==> src/rtl/vector_serializer.sv <==
// Vector-to-stream serializer: captures a packed vector and a lane mask, then emits the
// selected lanes one per cycle on a valid/ready stream, lowest-first or highest-first.
module vector_serializer #(
    parameter int unsigned array_size = 9,
    parameter int unsigned data_size  = 8
) (
    input  logic                             r_clk,
    input  logic                             reset,
    input  logic                             load_valid,
    output logic                             load_ready,
    input  logic [array_size*data_size-1:0]  load_data,
    input  logic [array_size-1:0]            load_mask,
    input  logic                             msb_first,
    output logic                             out_valid,
    input  logic                             out_ready,
    output logic [data_size-1:0]             out_data,
    output logic [$clog2(array_size)-1:0]    out_index,
    output logic                             out_last,
    output logic                             done
);

    localparam int unsigned IDX_W = $clog2(array_size);
    localparam logic [array_size-1:0] LaneOne = {{(array_size - 1){1'b0}}, 1'b1};

    typedef enum logic [0:0] {StIdle, StShift} state_e;

    state_e                          state_q, state_d;
    logic [array_size*data_size-1:0] data_q, data_d;
    logic [array_size-1:0]           mask_q, mask_d;
    logic                            dir_q, dir_d;
    logic                            out_valid_q, out_valid_d;
    logic [data_size-1:0]            out_data_q, out_data_d;
    logic [IDX_W-1:0]                out_index_q, out_index_d;
    logic                            out_last_q, out_last_d;
    logic                            done_q, done_d;

    logic                            out_hs;
    logic                            accept;
    logic [array_size-1:0]           rem_mask;
    logic [IDX_W-1:0]                lane;

    // Priority encode: lowest set bit when msb=0, highest when msb=1.
    function automatic logic [IDX_W-1:0] pick_lane(input logic [array_size-1:0] m,
                                                    input logic msb);
        logic [IDX_W-1:0]      idx;
        logic [array_size-1:0] sh;
        idx = '0;
        for (int i = 0; i < int'(array_size); i++) begin
            if (msb) begin
                sh = m >> i;
                if (sh[0]) idx = IDX_W'(i);
            end else begin
                sh = m >> (int'(array_size) - 1 - i);
                if (sh[0]) idx = IDX_W'(int'(array_size) - 1 - i);
            end
        end
        return idx;
    endfunction

    function automatic logic [data_size-1:0] lane_word(
        input logic [array_size*data_size-1:0] d,
        input logic [IDX_W-1:0]                idx
    );
        return data_size'(d >> (idx * data_size));
    endfunction

    function automatic logic is_single(input logic [array_size-1:0] m);
        return (m != '0) && ((m & (m - LaneOne)) == '0);
    endfunction

    assign out_hs     = out_valid_q && out_ready;
    assign load_ready = (state_q == StIdle) || (out_hs && out_last_q);
    assign accept     = load_valid && load_ready;
    assign rem_mask   = mask_q & ~(LaneOne << out_index_q);

    always_comb begin
        state_d     = state_q;
        data_d      = data_q;
        mask_d      = mask_q;
        dir_d       = dir_q;
        out_valid_d = out_valid_q;
        out_data_d  = out_data_q;
        out_index_d = out_index_q;
        out_last_d  = out_last_q;
        lane        = '0;
        done_d      = (out_hs && out_last_q) || (accept && (load_mask == '0));

        if (accept) begin
            data_d = load_data;
            dir_d  = msb_first;
            mask_d = load_mask;
            if (load_mask != '0) begin
                lane        = pick_lane(load_mask, msb_first);
                state_d     = StShift;
                out_valid_d = 1'b1;
                out_data_d  = lane_word(load_data, lane);
                out_index_d = lane;
                out_last_d  = is_single(load_mask);
            end else begin
                state_d     = StIdle;
                out_valid_d = 1'b0;
                out_last_d  = 1'b0;
            end
        end else if (out_hs) begin
            if (out_last_q) begin
                state_d     = StIdle;
                out_valid_d = 1'b0;
                out_last_d  = 1'b0;
                mask_d      = '0;
            end else begin
                lane        = pick_lane(rem_mask, dir_q);
                mask_d      = rem_mask;
                out_data_d  = lane_word(data_q, lane);
                out_index_d = lane;
                out_last_d  = is_single(rem_mask);
            end
        end
    end

    always_ff @(posedge r_clk) begin
        if (reset) begin
            state_q     <= StIdle;
            data_q      <= '0;
            mask_q      <= '0;
            dir_q       <= 1'b0;
            out_valid_q <= 1'b0;
            out_data_q  <= '0;
            out_index_q <= '0;
            out_last_q  <= 1'b0;
            done_q      <= 1'b0;
        end else begin
            state_q     <= state_d;
            data_q      <= data_d;
            mask_q      <= mask_d;
            dir_q       <= dir_d;
            out_valid_q <= out_valid_d;
            out_data_q  <= out_data_d;
            out_index_q <= out_index_d;
            out_last_q  <= out_last_d;
            done_q      <= done_d;
        end
    end

    assign out_valid = out_valid_q;
    assign out_data  = out_data_q;
    assign out_index = out_index_q;
    assign out_last  = out_last_q;
    assign done      = done_q;

endmodule

==> config.mk <==
export PLATFORM = sky130hd
export DESIGN_NAME = vector_serializer
export DESIGN_NICKNAME = d
export VERILOG_FILES = /design/src/rtl/vector_serializer.sv
export SDC_FILE = /design/constraint.sdc
export NUM_CORES = 1
export LEC_CHECK = 0
export CORE_ASPECT_RATIO = 1.1
export CORE_UTILIZATION = 45
export DETAILED_ROUTE_END_ITERATION = 8
export GPL_ROUTABILITY_DRIVEN = 0
export PLACE_DENSITY = 0.7
export SYNTH_ARGS = -nofsm -noshare
export SYNTH_HDL_FRONTEND = slang
export SYNTH_SLANG_ARGS = --single-unit
==> constraint.sdc <==
create_clock -name r_clk -period 3.8 [get_ports r_clk]
set_input_delay 1.14 -clock r_clk [delete_from_list [all_inputs] [get_ports r_clk]]
set_output_delay 1.14 -clock r_clk [all_outputs]
set_load 0.01 [all_outputs]
# [Yosys cells after proc, flatten, opt, wreduce, memory -nomap -nowiden]
# Cells that the tools add are included.
[op_classes] reduce_logical=17 muxes=80 eq_ne=2 n_addsub=2 shifts=3 bitwise_logic=5
[ops] op="4-bit 2-to-1 mux" n=65
[ops] op="72-bit by 7-bit >> shifter with 8-bit output" n=2
[ops] op="8-bit 2-to-1 mux" n=4
[ops] op="9-bit AND" n=3
[ops] op="9-bit logical NOT" n=3
[ops] op="9-bit 2-to-1 mux" n=3
[ops] op="9-bit nonzero test" n=2
[ops] op="9-bit by 1-bit subtractor with 9-bit output (second input constant)" n=2
[ops] op="9-bit NOT" n=1
[ops] op="1-bit by 4-bit left shift with 9-bit output (first input constant)" n=1
[ops] op="1-bit 2-to-1 mux" n=8
[ops] op="1-bit logical AND" n=6
[ops] op="2-bit by 1-bit inequality test with 1-bit output (second input constant)" n=2
[ops] op="2-bit nonzero test" n=2
[ops] op="3-bit AND reduction" n=1
[ops] op="1-bit logical OR" n=2
[ops] op="2-bit AND reduction" n=1
[ops] op="1-bit NOT" n=1
[word_totals] output_inout_bits=16 input_bits=86 reg_bits=97 elab_cells=117

# [Logic depth before layout (Yosys ltp)]
# Gate-level depths: netlist of run 1.
[logic_depth] ltp_word=33 ltp_mapped=11 ltp_nobuf=8

# [Worst setup path after synthesis of run 1]
# OpenSTA, ideal clock, no wires.
[synth_timing] path_kind="input to register" start="in load_mask[3]" end="reg out_data_q[0] (netlist: out_data[0])" path_buffers=2 slack_ns=0.645 required_time_ns=3.680 arrival_time_ns=3.035 path_stages=10 setup_time_ns=0.120 cell_sequence="or2_2 -> nor4_1 -> a31o_2 -> or2_2 -> clkbuf_1 -> clkbuf_1 -> o211ai_1 -> o211ai_1 -> a21oi_1 -> o31a_1"
[synth_between] elab_chain_cells=18 elab_cells_between_ends=25 cone_classes="1 x eq/ne; 1 x shift; 21 x mux; 2 x reduce/logical"
[synth_rtl] item="start: declaration" line="12" text="input logic [array_size-1:0] load_mask,"
[synth_rtl] item="4-bit 2-to-1 mux" line="51" text="if (sh[0]) idx = IDX_W'(i);"
[synth_rtl] item="4-bit 2-to-1 mux" line="49" text="if (msb) begin"
[synth_rtl] item="4-bit 2-to-1 mux" line="51, 54"
[synth_rtl] item="4-bit 2-to-1 mux" line="92" text="if (load_mask != '0) begin"
[synth_rtl] item="4-bit 2-to-1 mux" line="88" text="if (accept) begin"
[synth_rtl] item="4-bit 2-to-1 mux, on equally long branches" line="54, 51"
[synth_rtl] item="4-bit 2-to-1 mux" line="49"
[synth_rtl] item="4-bit 2-to-1 mux, on equally long branches" line="54, 51"
[synth_rtl] item="[2 not listed]"
[synth_rtl] item="4-bit 2-to-1 mux" line="49"
[synth_rtl] item="4-bit 2-to-1 mux, on equally long branches" line="54, 51"
[synth_rtl] item="4-bit 2-to-1 mux" line="49"
[synth_rtl] item="4-bit 2-to-1 mux" line="92"
[synth_rtl] item="4-bit 2-to-1 mux" line="88"
[synth_rtl] item="72-bit by 7-bit >> shifter with 8-bit output" line="64" text="return data_size'(d >> (idx * data_size));"
[synth_rtl] item="8-bit 2-to-1 mux" line="92"
[synth_rtl] item="8-bit 2-to-1 mux" line="88"
[synth_rtl] item="end signal: assignment" line="137" text="out_data_q <= out_data_d;"
[synth_rtl] item="end: declaration" line="32" text="logic [data_size-1:0] out_data_q, out_data_d;"
# Several ways; a longest one is shown, not always the timed one. The select of a mux whose other input is x is not followed.
# A chain may end at the register's enable or synchronous reset.

# [Final worst setup path of run 1]
[layout_timing] start="in out_ready" end="out load_ready"
[layout_between] elab_chain_cells=3
[layout_rtl] item="start: declaration" line="15" text="input logic out_ready,"
[layout_rtl] item="1-bit logical AND" line="71" text="assign out_hs = out_valid_q && out_ready;"
[layout_rtl] item="1-bit logical AND" line="72" text="assign load_ready = (state_q == StIdle) || (out_hs && out_last_q);"
[layout_rtl] item="1-bit logical OR" line="72"
[layout_rtl] item="end: declaration" line="10" text="output logic load_ready,"
# No other way between the ends.

==> results of run 1 <==
## per-layer routing
metal  share of wire (%)  global-route usage, %
met5                   0                      0
met2                  48                  50.68
met1                  41                  38.73
met4                 3.1                  11.47
met3                 7.8                  4.137
## through the flow
stage	std cells	power, mW	setup slack, ps	utilization (%)
after CTS	1011	2.999	242.8	59.58
final	1011	3.013	238.3	59.58
after global placement	995	2.010	124.9	56.90
after global routing	1011	3.136	169.3	59.58
after detailed placement	995	2.024	22.61	56.90
after floorplan	758	1.657	644.8	-
## layout make-up
| type | instances | share of cell area (%) |
|---|---|---|
| multi-input combinational | 592 | 46.51 |
| sequential | 97 | 27.09 |
| timing repair buffer | 136 | 18.39 |
| clock buffer | 11 | 3.386 |
| tap | 154 | 2.688 |
| clock inverter | 5 | 1.099 |
| inverter | 16 | 0.8377 |
## final timing paths
kind | startpoint | endpoint | cells after the start
worst min register to register | data_q[26] | data_q[26] | 2
worst max register to register | out_index[0] | out_data[0] | 9
worst max-delay path | out_ready | load_ready | 4
worst min-delay path | data_q[26] | data_q[26] | 2
## critical path, stage by stage
cell	delay [ps]
clkdlybuf4s50_1	520
nand2_1	70
nand2_1	140
clkdlybuf4s50_1	550
## registers in the layout (all words and copies together), names as in the netlist
| name | cells |
|---|---|
| done | 1 |
| data_q | 72 |
| out_valid | 1 |
| out_data | 8 |
| mask_q | 9 |
| dir_q | 1 |
| out_index | 4 |
| out_last | 1 |
## cells by family after synthesis
| group | synth area share [%] |
|---|---|
| compound gates | 25.42 |
| xor+xnor | 0.4746 |
| buf+inv | 4.993 |
| flops | 35.07 |
| mux | 8.857 |
| simple gates | 25.19 |
## layout by cell type (no fill, tap or decap), types with 4 or more instances in the layout
| cell type | n |
|---|---|
| nand2_1 | 216 |
| a21oi_1 | 104 |
| clkdlybuf4s50_1 | 100 |
| dfxtp_1 | 97 |
| mux2i_1 | 40 |
| nor2_1 | 35 |
| buf_4 | 31 |
| nand3_1 | 27 |
| o21ai_0 | 21 |
| inv_1 | 16 |
| o211ai_1 | 14 |
| clkbuf_16 | 9 |
| a222oi_1 | 8 |
| nor3_1 | 7 |
| a31oi_1 | 7 |
| o21a_1 | 6 |
| mux2_2 | 6 |
| o31a_1 | 5 |
| o221ai_1 | 5 |
| a211oi_1 | 5 |
| and2_1 | 4 |
| a21o_1 | 4 |
| nor4_1 | 4 |
| or2_2 | 4 |
| nor2b_1 | 4 |
| a221oi_1 | 4 |
| nand2b_1 | 4 |
| nand4_1 | 4 |
| o2111ai_1 | 4 |
| buf_12 | 4 |
## where the power goes
part	switching (mW)	internal, mW	leakage [nW]
clock	0.395	0.594	0.159
sequential	0.0663	1.09	0.797
combinational	0.475	0.391	1.73
total	0.937	2.08	2.69
## Yosys cell counts (4+ instances only)
cell type,instances,area share (%)
nand3_1,27,2.4
a221oi_1,4,0.63
a21o_1,4,0.54
inv_1,16,1.1
a222oi_1,8,1.4
dfxtp_1,97,35
buf_2,5,0.45
nand2_1,217,15
nor2_1,35,2.4
nand2b_1,4,0.45
o221ai_1,5,0.79
a211oi_1,5,0.68
nand4_1,4,0.45
or2_2,4,0.45
o2111ai_1,4,0.63
o31a_1,5,0.79
nor2b_1,4,0.45
nor4_1,4,0.45
clkbuf_1,43,2.9
mux2i_1,40,7.2
mux2_2,6,1.2
nor3_1,7,0.63
o21a_1,6,0.81
a31oi_1,7,0.79
o21ai_0,21,1.9
o211ai_1,14,1.9
and2_1,4,0.45
a21oi_1,105,9.5
==> impl_results.md, run 1 <==
* Total gr overflow at 0
* Period utilisation layout at between 90% and 100%
* IO Pins at about 100
* Clock Pin Slew Worst Setup and Hold Paths at about 60 ps
* Full die area at approximately 13000 um^2
* Post-synth cell types at 64
* Diodes inserted at 0
* Number of port buffers at between 100 and 150
* # hold bufs at CTS at 0
* Number of synthesized flops with an enable pin at 0
* Finish-stage setup viols at 0
* Maximum clock frequency at 280.8 MHz
* Outcome: finished clean
* Vias in the first global route at 5686
* Least-Margin Pin Slew at around 660 ps
* Worst-skew pair later-pin latency at 360 ps
* VDD IR max at roughly 0.22 mV
* Post-synth top flop: dfxtp_1
* P per Cell Area at 420.2 nW/um^2
* Synthesized area per cell at between 7 and 8 um^2
* HP Class: reg2reg
* Hold_ws at about 460 ps
* Final worst path period need at roughly 3600 ps
* Final instance area at between 7000 and 8000 um^2
* DRT Wirelength at about 19000 um
* RSZ-0062 raised after global routing: no
* Static leakage at 2.691 nW
* Synth Cell Area at approximately 5500 um^2
* Setup TNS at 0 ps
* Final ANT Viol Nets at 0
* Synth async-reset ratio at 0%
* Clock buffer depth at 2
* Vias per Instance at roughly 6
* Max Cap Viol at 0
* Reg area at approximately 1900 um^2
* Critical Path AT at 2420 ps
* Final Hold Violating Endpoints at 0
* Depth of the CTS H-tree at 3
* Post_cts resized at 0
* 1st-pass router iterations at 7
* Crit path kind: in2out
* Post CTS Setup Buffer Count at 0
* Die Y at 118.3 um
* Routed WL per cell at roughly 19 um
* Dpl cell area at about 6800 um^2
* Largest net degree at the start of global routing at 85
* Row count at 42
* DRT iter0 DRCs at 675
* Via count of the routed design at a little over 6k
* Area of the multi-input gates at between 3000 and 4000 um^2
* Worst-path maximum fanout at 4
* Area Growth Syn to Fin at 29.46%
* Register-to-Register Setup Slack at approximately 530 ps
* CP Launch Type: input pin
* Net count after synthesis at about 840
* Fillcell total at approximately 1.1k
* DR DRC count at 0
* Inserted Clock Buffers at 9
* Sequential cell area fraction in the yosys report at a little over a third
* Slew HR at between 50% and 60%
* Die width at around 110 um
* Ratio of cells with drive above 1 in the final layout at 8.518%
* Cell count after synthesis at roughly 760
* TritonCTS clock tree: built
* Root buf cell: clkbuf_16
* Max Slew Vio Count at 0
* WP data required at about 2700 ps
* Initial antenna violation count at 0
* Core Area at approximately 12000 um^2
* GRT Util Overall at between 30% and 40%
* Initial Utilization at about 46%
* Hpwl dp at 13900 um
* Flops & latches, synth at slightly below 100
* Fin nets at about 940
* Syn. warnings at 0
* CP endpoint kind: output port
* Clock Skews at 12.39 ps
* # clock sinks at between 90 and 100
* First-pass GRT wire length at between 20000 and 30000 um
No activity file was read; power rests on OpenSTA's default activity.
==> run 2, diff against run 1 <==
- CORE_MARGIN: not set -> 4
- clock period: 3.8 -> 4.2 ns (I/O delays scaled with it)
==> run 2 against run 1 <==
Compared with the run above:
- via count is 0.41% lower
- first-iteration DRC count is 9.0% higher
- die area is 11% higher
- cell area is 2.5% lower
- routed wire length is 1.2% higher
- clock power is 15% lower
- register-to-register slack better by 270 ps
- critical path depth stayed put
- global-route usage is 4.0 points lower
- cell count is 1.4% lower
- flip-flop and latch count stayed put
==> impl_results.md, run 2 (synthesis gave the netlist of run 1 again) <==
* Number of port buffers at 101 (unchanged)
* Wl on met1 at 7553 um (was 7739 um)
* Register-to-Register Setup Slack at 800 ps (was 530 ps)
* TritonCTS clock tree: built (unchanged)
* DRT iter0 DRCs at 736 (was 675)
* Final Hold Violating Endpoints at 0 (unchanged)
* Post CTS Setup Buffer Count at 0 (unchanged)
* Vias in the first global route at 5661 (was 5686)
* Area of the multi-input gates at 3334 um^2 (unchanged)
* Fillcell total at 1124 (was 1117)
* CP Launch Type: input pin (unchanged)
* Slew HR at 42.34% (was 55.82%)
* First-pass GRT wire length at 29710 um (was 29880 um)
* Clock Skews at 5.343 ps (was 12.39 ps)
* Setup TNS at 0 ps (unchanged)
* Routed WL per cell at 19.12 um (was 18.63 um)
* Finish-stage setup viols at 0 (unchanged)
* WP data required at 2940 ps (was 2660 ps)
* Root buf cell: clkbuf_16 (unchanged)
* Depth of the CTS H-tree at 3 (unchanged)
* Least-Margin Pin Slew at 865.0 ps (was 655.8 ps)
* Top reg by flops: data_q (unchanged)
* # hold bufs at CTS at 0 (unchanged)
* WL met3 at 1617 um (was 1468 um)
* DR WL met2 at 8895 um (was 9039 um)
* Max FFs per register at 72 (unchanged)
* Hold_ws at 454.5 ps (was 455.0 ps)
* GRT Util Overall at 26.11% (was 30.14%)
* Max incr delay on CP at 560 ps (was 550 ps)
* Maximum clock frequency at roughly 260 MHz
* Period utilisation layout at between 90 and 100%
* Core Area at 12030 um^2 (unchanged)
* Diodes inserted at 0 (unchanged)
* Critical Path AT at 2580 ps (was 2420 ps)
* Initial antenna violation count at 0 (unchanged)
* CP endpoint kind: output port (unchanged)
* Static leakage at 2.590 nW (was 2.691 nW)
* Max Slew Vio Count at 0 (unchanged)
* Post-Route Utilization at 58.09% (was 59.58%)
* Ratio of cells with drive above 1 in the final layout at 6.880% (was 8.518%)
* 1st-pass router iterations at 6 (was 7)
* Worst-path maximum fanout at 4 (unchanged)
* IO Pins at 102 (unchanged)
* Max layer used: met4 (unchanged)
* Worst-skew pair later-pin latency at 350 ps (was 360 ps)
* Fin nets at 924 (was 938)
* Via count of the routed design at 6085 (was 6110)
* Vias per Instance at 6.103 (was 6.044)
* Clock buffer depth at 2 (unchanged)
* Post_cts resized at 0 (unchanged)
* Total gr overflow at 0 (unchanged)
* Most common cell after layout, fill and taps aside: nand2_1 (unchanged)
* Die Y at 124.3 um (was 118.3 um)
* Crit path kind: in2out (unchanged)
* Critical-path top delay cell: clkdlybuf4s50_1 (unchanged)
* Row count at 42 (unchanged)
* P per Cell Area at 376.5 nW/um^2 (was 420.2 nW/um^2)
* Largest net degree at the start of global routing at 85 (unchanged)
* Max Cap Viol at 0 (unchanged)
* Die width at 113.8 um (was 107.8 um)
* RSZ-0062 raised after global routing: no (unchanged)
* Initial Utilization at 46.02% (unchanged)
* Commonest cells after routing, fill and taps aside: nand2_1 (216), a21oi_1 (104), clkdlybuf4s50_1 (100), dfxtp_1 (97), mux2i_1 (40) (unchanged)
* Final ANT Viol Nets at 0 (unchanged)
* Clock Pin Slew Worst Setup and Hold Paths at 60 ps (about the same)
* Hpwl dp at 14100 um (was 13900 um)
* VDD IR max at 0.2143 mV (was 0.2215 mV)
* Critical Path, Cell by Cell: clkdlybuf4s50_1 -> nand2_1 -> nand2_1 -> clkdlybuf4s50_1 (unchanged)
* DRT Wirelength at 19060 um (was 18830 um)
* HP Class: reg2reg (unchanged)
* Final worst path period need at approximately 3800 ps
* # clock sinks at 97 (unchanged)
* DR DRC count at 0 (unchanged)
* Reg area at 1942 um^2 (unchanged)
* Area Growth Syn to Fin at 26.23% (was 29.46%)
* Inserted Clock Buffers at 9 (unchanged)
* Full die area at 14150 um^2 (was 12750 um^2)
* Outcome: finished clean (unchanged)
==> run 2: cell count changes in the layout (fill, tap and decap cells not counted) <==
| cell | before | now |
|---|---|---|
| clkinv_2 | 2 | 1 |
| clkinvlp_4 | 0 | 1 |
| clkbuf_1 | 1 | 2 |
| buf_12 | 4 | 0 |
| bufinv_16 | 2 | 1 |
| inv_6 | 0 | 1 |
| buf_4 | 31 | 21 |
| clkinv_4 | 1 | 0 |
==> run 2: critical path: cells and delay by family <==
family,cells,cell delay (ps)
buffers and inverters,2,1090
and+or+nand+nor,2,230
==> run 2: metrics by stage <==
stage	instances	power, mW	instance area (um^2)	setup slack [ps]
2_1_floorplan	758	1.500	5538	924.8
3_3_place_gp	981	1.784	6693	311.7
3_5_place_dp	981	1.795	6693	102.3
4_1_cts	997	2.624	6990	355.6
5_1_grt	997	2.739	6990	237.3
6_report	997	2.632	6990	364.9
==> run 2: area by class of cell <==
class,instances,area share (%)
Clock inverter,4,0.7338
Inverter,16,0.8591
Multi-Input combinational cell,592,47.70
Sequential cell,97,27.78
Tap cell,154,2.756
Clock buffer,12,3.526
Timing Repair Buffer,122,16.65
==> run 2: worst paths after layout <==
check	startpoint	to	depth (start not counted)
worst max-delay path	out_ready	load_ready	4
worst min-delay path	data_q[4]	data_q[4]	2
worst max register to register	out_index[0]	out_data[2]	8
worst min register to register	data_q[4]	data_q[4]	2
==> run 2: per-layer routing <==
metal,vias to the layer above,track usage [%]
li1,2838,-
met2,353,41.94
met1,2821,33.38
met3,73,4.568
met5,-,0
met4,0,13.21
==> run 2: where the power goes <==
part	internal (mW)	switching (mW)	leakage [nW]
combinational	0.326	0.421	1.65
clock	0.480	0.359	0.143
sequential	0.987	0.0596	0.797
total	1.79	0.840	2.59
==> run 3, diff against run 2 <==
- CAP_MARGIN: not set -> 10
- CTS_CLUSTER_DIAMETER: not set -> 80
==> results of run 3 <==
No change in the layout: final DEF, timing and power equal those of run 2.
==> patch 1, RTL diff (flow settings as in run 3) <==
Make the reset (`reset`) asynchronous in one clocked block.
--- a/src/rtl/vector_serializer.sv
+++ b/src/rtl/vector_serializer.sv
@@ -117,7 +117,7 @@
         end
     end
 
-    always_ff @(posedge r_clk) begin
+    always_ff @(posedge r_clk or posedge reset) begin
         if (reset) begin
             state_q     <= StIdle;
             data_q      <= '0;
Check against the original RTL: differs if reset is asserted again (counterexample within 4 cycles, from zero or initial values and one cycle with reset high); with reset held inactive, the same outputs for 4 cycles.
==> patch 1 against run 3 <==
Register-to-register slack lost 90 ps; setup slack lost 12 ps; wire length down 0.46%; synthesized area rose by 11%; highest routed layer unchanged; sequential cell count is the same; synthesized cell count is 6.5% lower; worst hold slack gained 19 ps; critical path depth unchanged; final area grew 8.9%.
Power is not compared: it rests on default switching activity, and its combinational part moved more than twofold at a synthesized area within 25%.
==> patch 1: results (changes against run 3) <==
metric,value,unit,change
Reg with most FFs,data_q,,unchanged
GR Layer Usage met2,0.389,,was 0.419
ratio of cells with drive above 1 in the final layout,0.0996,,was 0.0688
cell count after synthesis,709,,was 758
met3 global-route usage,0.0336,,was 0.0457
max incr delay on CP,560,ps,about the same
nets,875,,was 924
number of global-route vias before repair,5894,,was 5661
hold crit path type,register to register,,unchanged
Worst Hold Path EP,data_q[25],,was data_q[4]
routed len/inst,19.4,um,was 19.1 um
Max Clock Skew,6.73,ps,was 5.34 ps
"Top FF cell, synth",dfrtp_1,,was dfxtp_1
max reg flops,72,,unchanged
Critical R2R Launch,out_index[0],,unchanged
R2R Path End,out_data[0],,was out_data[2]
Hold Crit Start,data_q[25],,was data_q[4]
worst slew pin tran,1120,ps,was 865 ps
M1 GR Usage,0.357,,was 0.334
Worst Path Max Fanout,3,,was 4
vias per inst,6.02,,was 6.10
Mapped Nets,795,,was 844
Synth async-reset ratio,1.00,,was 0
share of the synthesized area in the top cell type,0.396,,was 0.351
status,"complete, no violations",,unchanged
LEAKAGE,3.32,nW,
worst reg2reg path depth,8,,unchanged
Max H-tree Level,3,,unchanged
"Data arrival, critical path",2590,ps,was 2580 ps
GRT Util Overall,0.252,,was 0.261
pin count of the biggest net entering global routing,60,,was 85
worst hold slack,473,ps,was 454 ps
top post-synthesis cells by area,"dfrtp_1, nand2_1, mux2i_1",,"was dfxtp_1, nand2_1, a21oi_1"
final wirelength,19000,um,was 19100 um
# fillers,1188,,was 1124
Cell variety after synth,71,,was 64
sequential area share after synthesis,0.396,,was 0.351
post-DP HPWL,13500,um,was 14100 um
antenna violations before repair,0,,unchanged
DP Cell Count,962,,was 981
first-pass GRT wire length,31400,um,was 29700 um
R2R setup slack,710,ps,was 800 ps
list of most frequent post-synthesis cells,"nand2_1, dfrtp_1, o21ai_0",,"was nand2_1, a21oi_1, dfxtp_1"
First DRT Iteration DRCs,693,,was 736
-- patch 1: logic make-up after synthesis --
kind of cell,share of synthesized area
fa+ha+maj,0.00326
flops,0.396
mux,0.110
buf+inv,0.0596
compound gates,0.218
simple gates,0.214
-- patch 1: cell type report --
cell class / count / area share
inverters: 26 / 0.0130
well taps: 184 / 0.0303
clock inverters: 4 / 0.0100
flip-flops and latches: 97 / 0.319
clock buffers: 11 / 0.0319
multi-input cells: 535 / 0.441
repair buffers: 120 / 0.155
-- patch 1: where the power goes --
| group | switching [mW] | total (mW) | internal (mW) | leakage (nW) |
|---|---|---|---|---|
| combinational | 1.70 | 2.93 | 1.22 | 1.97 |
| clock | 0.363 | 0.901 | 0.538 | 0.152 |
| sequential | 0.372 | 1.74 | 1.36 | 1.20 |
-- patch 1: stage by stage --
| stage | setup slack, ps | cell area [um^2] |
|---|---|---|
| 6_report | 353 | 7610 |
| 5_1_grt | 326 | 7610 |
| 4_1_cts | 344 | 7610 |
| 3_5_place_dp | 166 | 7290 |
| 3_3_place_gp | 259 | 7290 |
| 2_1_floorplan | 406 | 6130 |
-- patch 1: routing by layer --
metal  routed length [um]  vias up  share of wire
li1                     -     2692              -
met1                 8360     2868           0.44
met2                 8830      274           0.47
met3                 1170       43          0.061
met4                  614        0          0.032
met5                    0        -              0
-- patch 1: worst max path at each step --
| stage | startpoint | slack, ps | endpoint | cells past startpoint |
|---|---|---|---|---|
| after floorplan | reset | 410 | data_q[0] | 1 |
| after global placement | load_mask[5] | 260 | out_data[2] | 8 |
| after detailed placement | load_mask[2] | 170 | out_data[2] | 8 |
| after CTS | out_ready | 340 | load_ready | 4 |
| after global routing | out_ready | 330 | load_ready | 4 |
| final | out_ready | 350 | load_ready | 4 |
-- patch 1: tightest hold or removal path: stages (launching register included) --
cell and delay (ps):
dfrtp_1 340, nand2_1 50, nand2_1 50
==> patch 2, RTL diff (flow settings as in run 3) <==
Without the edit above. `data_size`: 8 -> 4.
--- a/src/rtl/vector_serializer.sv
+++ b/src/rtl/vector_serializer.sv
@@ -2,7 +2,7 @@
 // selected lanes one per cycle on a valid/ready stream, lowest-first or highest-first.
 module vector_serializer #(
     parameter int unsigned array_size = 9,
-    parameter int unsigned data_size  = 8
+    parameter int unsigned data_size  = 4
 ) (
     input  logic                             r_clk,
     input  logic                             reset,
Interface: changed (resized load_data and out_data); port bits go from 102 to 62. The function was not compared with the original's and may differ.
==> patch 2 against run 3 <==
Register-to-register slack improved by 220 ps; first-iteration DRC count fell by 46%; sequential cell count shrank 40; via count shrank 35%; power fell by 32%; wire length fell by 39%; final area decreased by 35%; setup slack worse by 54 ps; synthesized cell count down 36%; synthesized area shrank 35%; critical path type is now input port to register; highest routed layer unchanged.
==> patch 2: results (changes against run 3) <==
metric,value,unit,change
post-CTS sizing,0,,unchanged
crit-path leading delay family,compound AO/OA/AOI/OAI gates,,was buffers and inverters
hold crit path type,register to register,,unchanged
First DRT Iteration DRCs,398,,was 736
post-DP HPWL,8650,um,was 14100 um
LEAKAGE,1.67,nW,was 2.59 nW
TritonCTS buffer count,9,,unchanged
Cell variety after synth,63,,was 64
GRT Util Overall,0.250,,was 0.261
area delta synth->final,27.2,%,was 26.2%
Mapped Nets,536,,was 844
IO Port Bufs,61,,was 101
"Data arrival, critical path",4050,ps,was 2580 ps
Synth Area in Compound Gates,0.292,,was 0.254
sequential area share after synthesis,0.318,,was 0.351
worst slew pin tran,1060,ps,was 865 ps
post-CTS setup buffers,0,,unchanged
mux share of post-synthesis cell area,0.0631,,was 0.0886
routed len/inst,17.9,um,was 19.1 um
Max Clock Skew,9.31,ps,was 5.34 ps
vias per inst,6.09,,was 6.10
number of global-route vias before repair,3747,,was 5661
Synth async-reset ratio,0,,unchanged
Root Driver,clkbuf_8,,was clkbuf_16
router iterations before antenna repair,6,,unchanged
max incr delay on CP,520,ps,was 560 ps
Post-Synth Adder-Cell Area,0.00558,,was 0
Max VDD drop,0.304,mV,was 0.214 mV
antenna violations before repair,0,,unchanged
Worst Path Max Fanout,6,,was 4
Ys Warns,0,,unchanged
status,"complete, no violations",,unchanged
placed instance area,0.00432,mm^2,was 0.00669 mm^2
P_sw,0.572,mW,was 0.840 mW
ratio of cells with drive above 1 in the final layout,0.0985,,was 0.0688
slowest cell on the critical path,mux4_2,,was clkdlybuf4s50_1
pin count of the biggest net entering global routing,59,,was 85
list of most frequent post-synthesis cells,"nand2_1, a21oi_1, dfxtp_1",,unchanged
nets,593,,was 924
first-pass GRT wire length,18600,um,was 29700 um
"CTS clk-pin slew, worst paths",70,ps,
Largest regs,"data_q: 36 flops, mask_q: 9 flops",,
top post-synthesis cells by area,"dfxtp_1, nand2_1, a21oi_1",,unchanged
Synth Area in XOR/XNOR,0.00244,,was 0.00474
-- patch 2: layout make-up --
| type | instances | area, um^2 |
|---|---|---|
| Fill cell | 730 | 3030 |
| Multi-Input combinational cell | 384 | 2260 |
| Sequential cell | 57 | 1140 |
| Timing Repair Buffer | 79 | 741 |
| Clock buffer | 10 | 138 |
| Tap cell | 105 | 131 |
| Clock inverter | 6 | 105 |
| Inverter | 12 | 45.0 |
-- patch 2: kinds of logic after synthesis --
logic type               after synthesis
AND/OR/NAND/NOR                      206
AO/OA/AOI/OAI                        160
flip-flops                            57
buffers and inverters                 45
multiplexers                          15
adder cells (fa/ha/maj)                2
XOR/XNOR                               1
-- patch 2: path summary, 6_finish.rpt --
path | startpoint | endpoint | slack (ps) | depth (start not counted)
setup reg to reg | out_index[0] | out_data[0] | 1020 | 8
hold reg to reg | data_q[9] | data_q[9] | 460 | 2
setup / recovery | msb_first | out_data[0] | 310 | 9
hold / removal | data_q[9] | data_q[9] | 460 | 2
-- patch 2: per-layer routing --
layer / GRT usage / up-vias / wire (um)
li1: - / 1886 / -
met1: 0.303 / 1860 / 4730
met2: 0.422 / 191 / 5800
met3: 0.0483 / 41 / 768
met4: 0.132 / 0 / 390
met5: 0 / - / 0
-- patch 2: worst min-delay path, cell delays in order (launching register included) --
cell	delay [ps]
dfxtp_1	310
nand2_1	50
a21oi_1	50
-- patch 2: power by group through the flow --
stage	Sequential, mW	Combinational [mW]	Clock (mW)
2_1_floorplan	0.624	0.334	0
3_3_place_gp	0.639	0.504	0
3_5_place_dp	0.640	0.509	0
4_1_cts	0.629	0.513	0.642
5_1_grt	0.635	0.568	0.669
6_report	0.630	0.522	0.640
-- patch 2: stage by stage --
step / instances / setup WS, ps / util
4_1_cts: 653 / 358 / 0.601
3_3_place_gp: 637 / 191 / 0.569
2_1_floorplan: 486 / 538 / -
3_5_place_dp: 637 / 40.3 / 0.569
6_report: 653 / 311 / 0.601
5_1_grt: 653 / 167 / 0.601
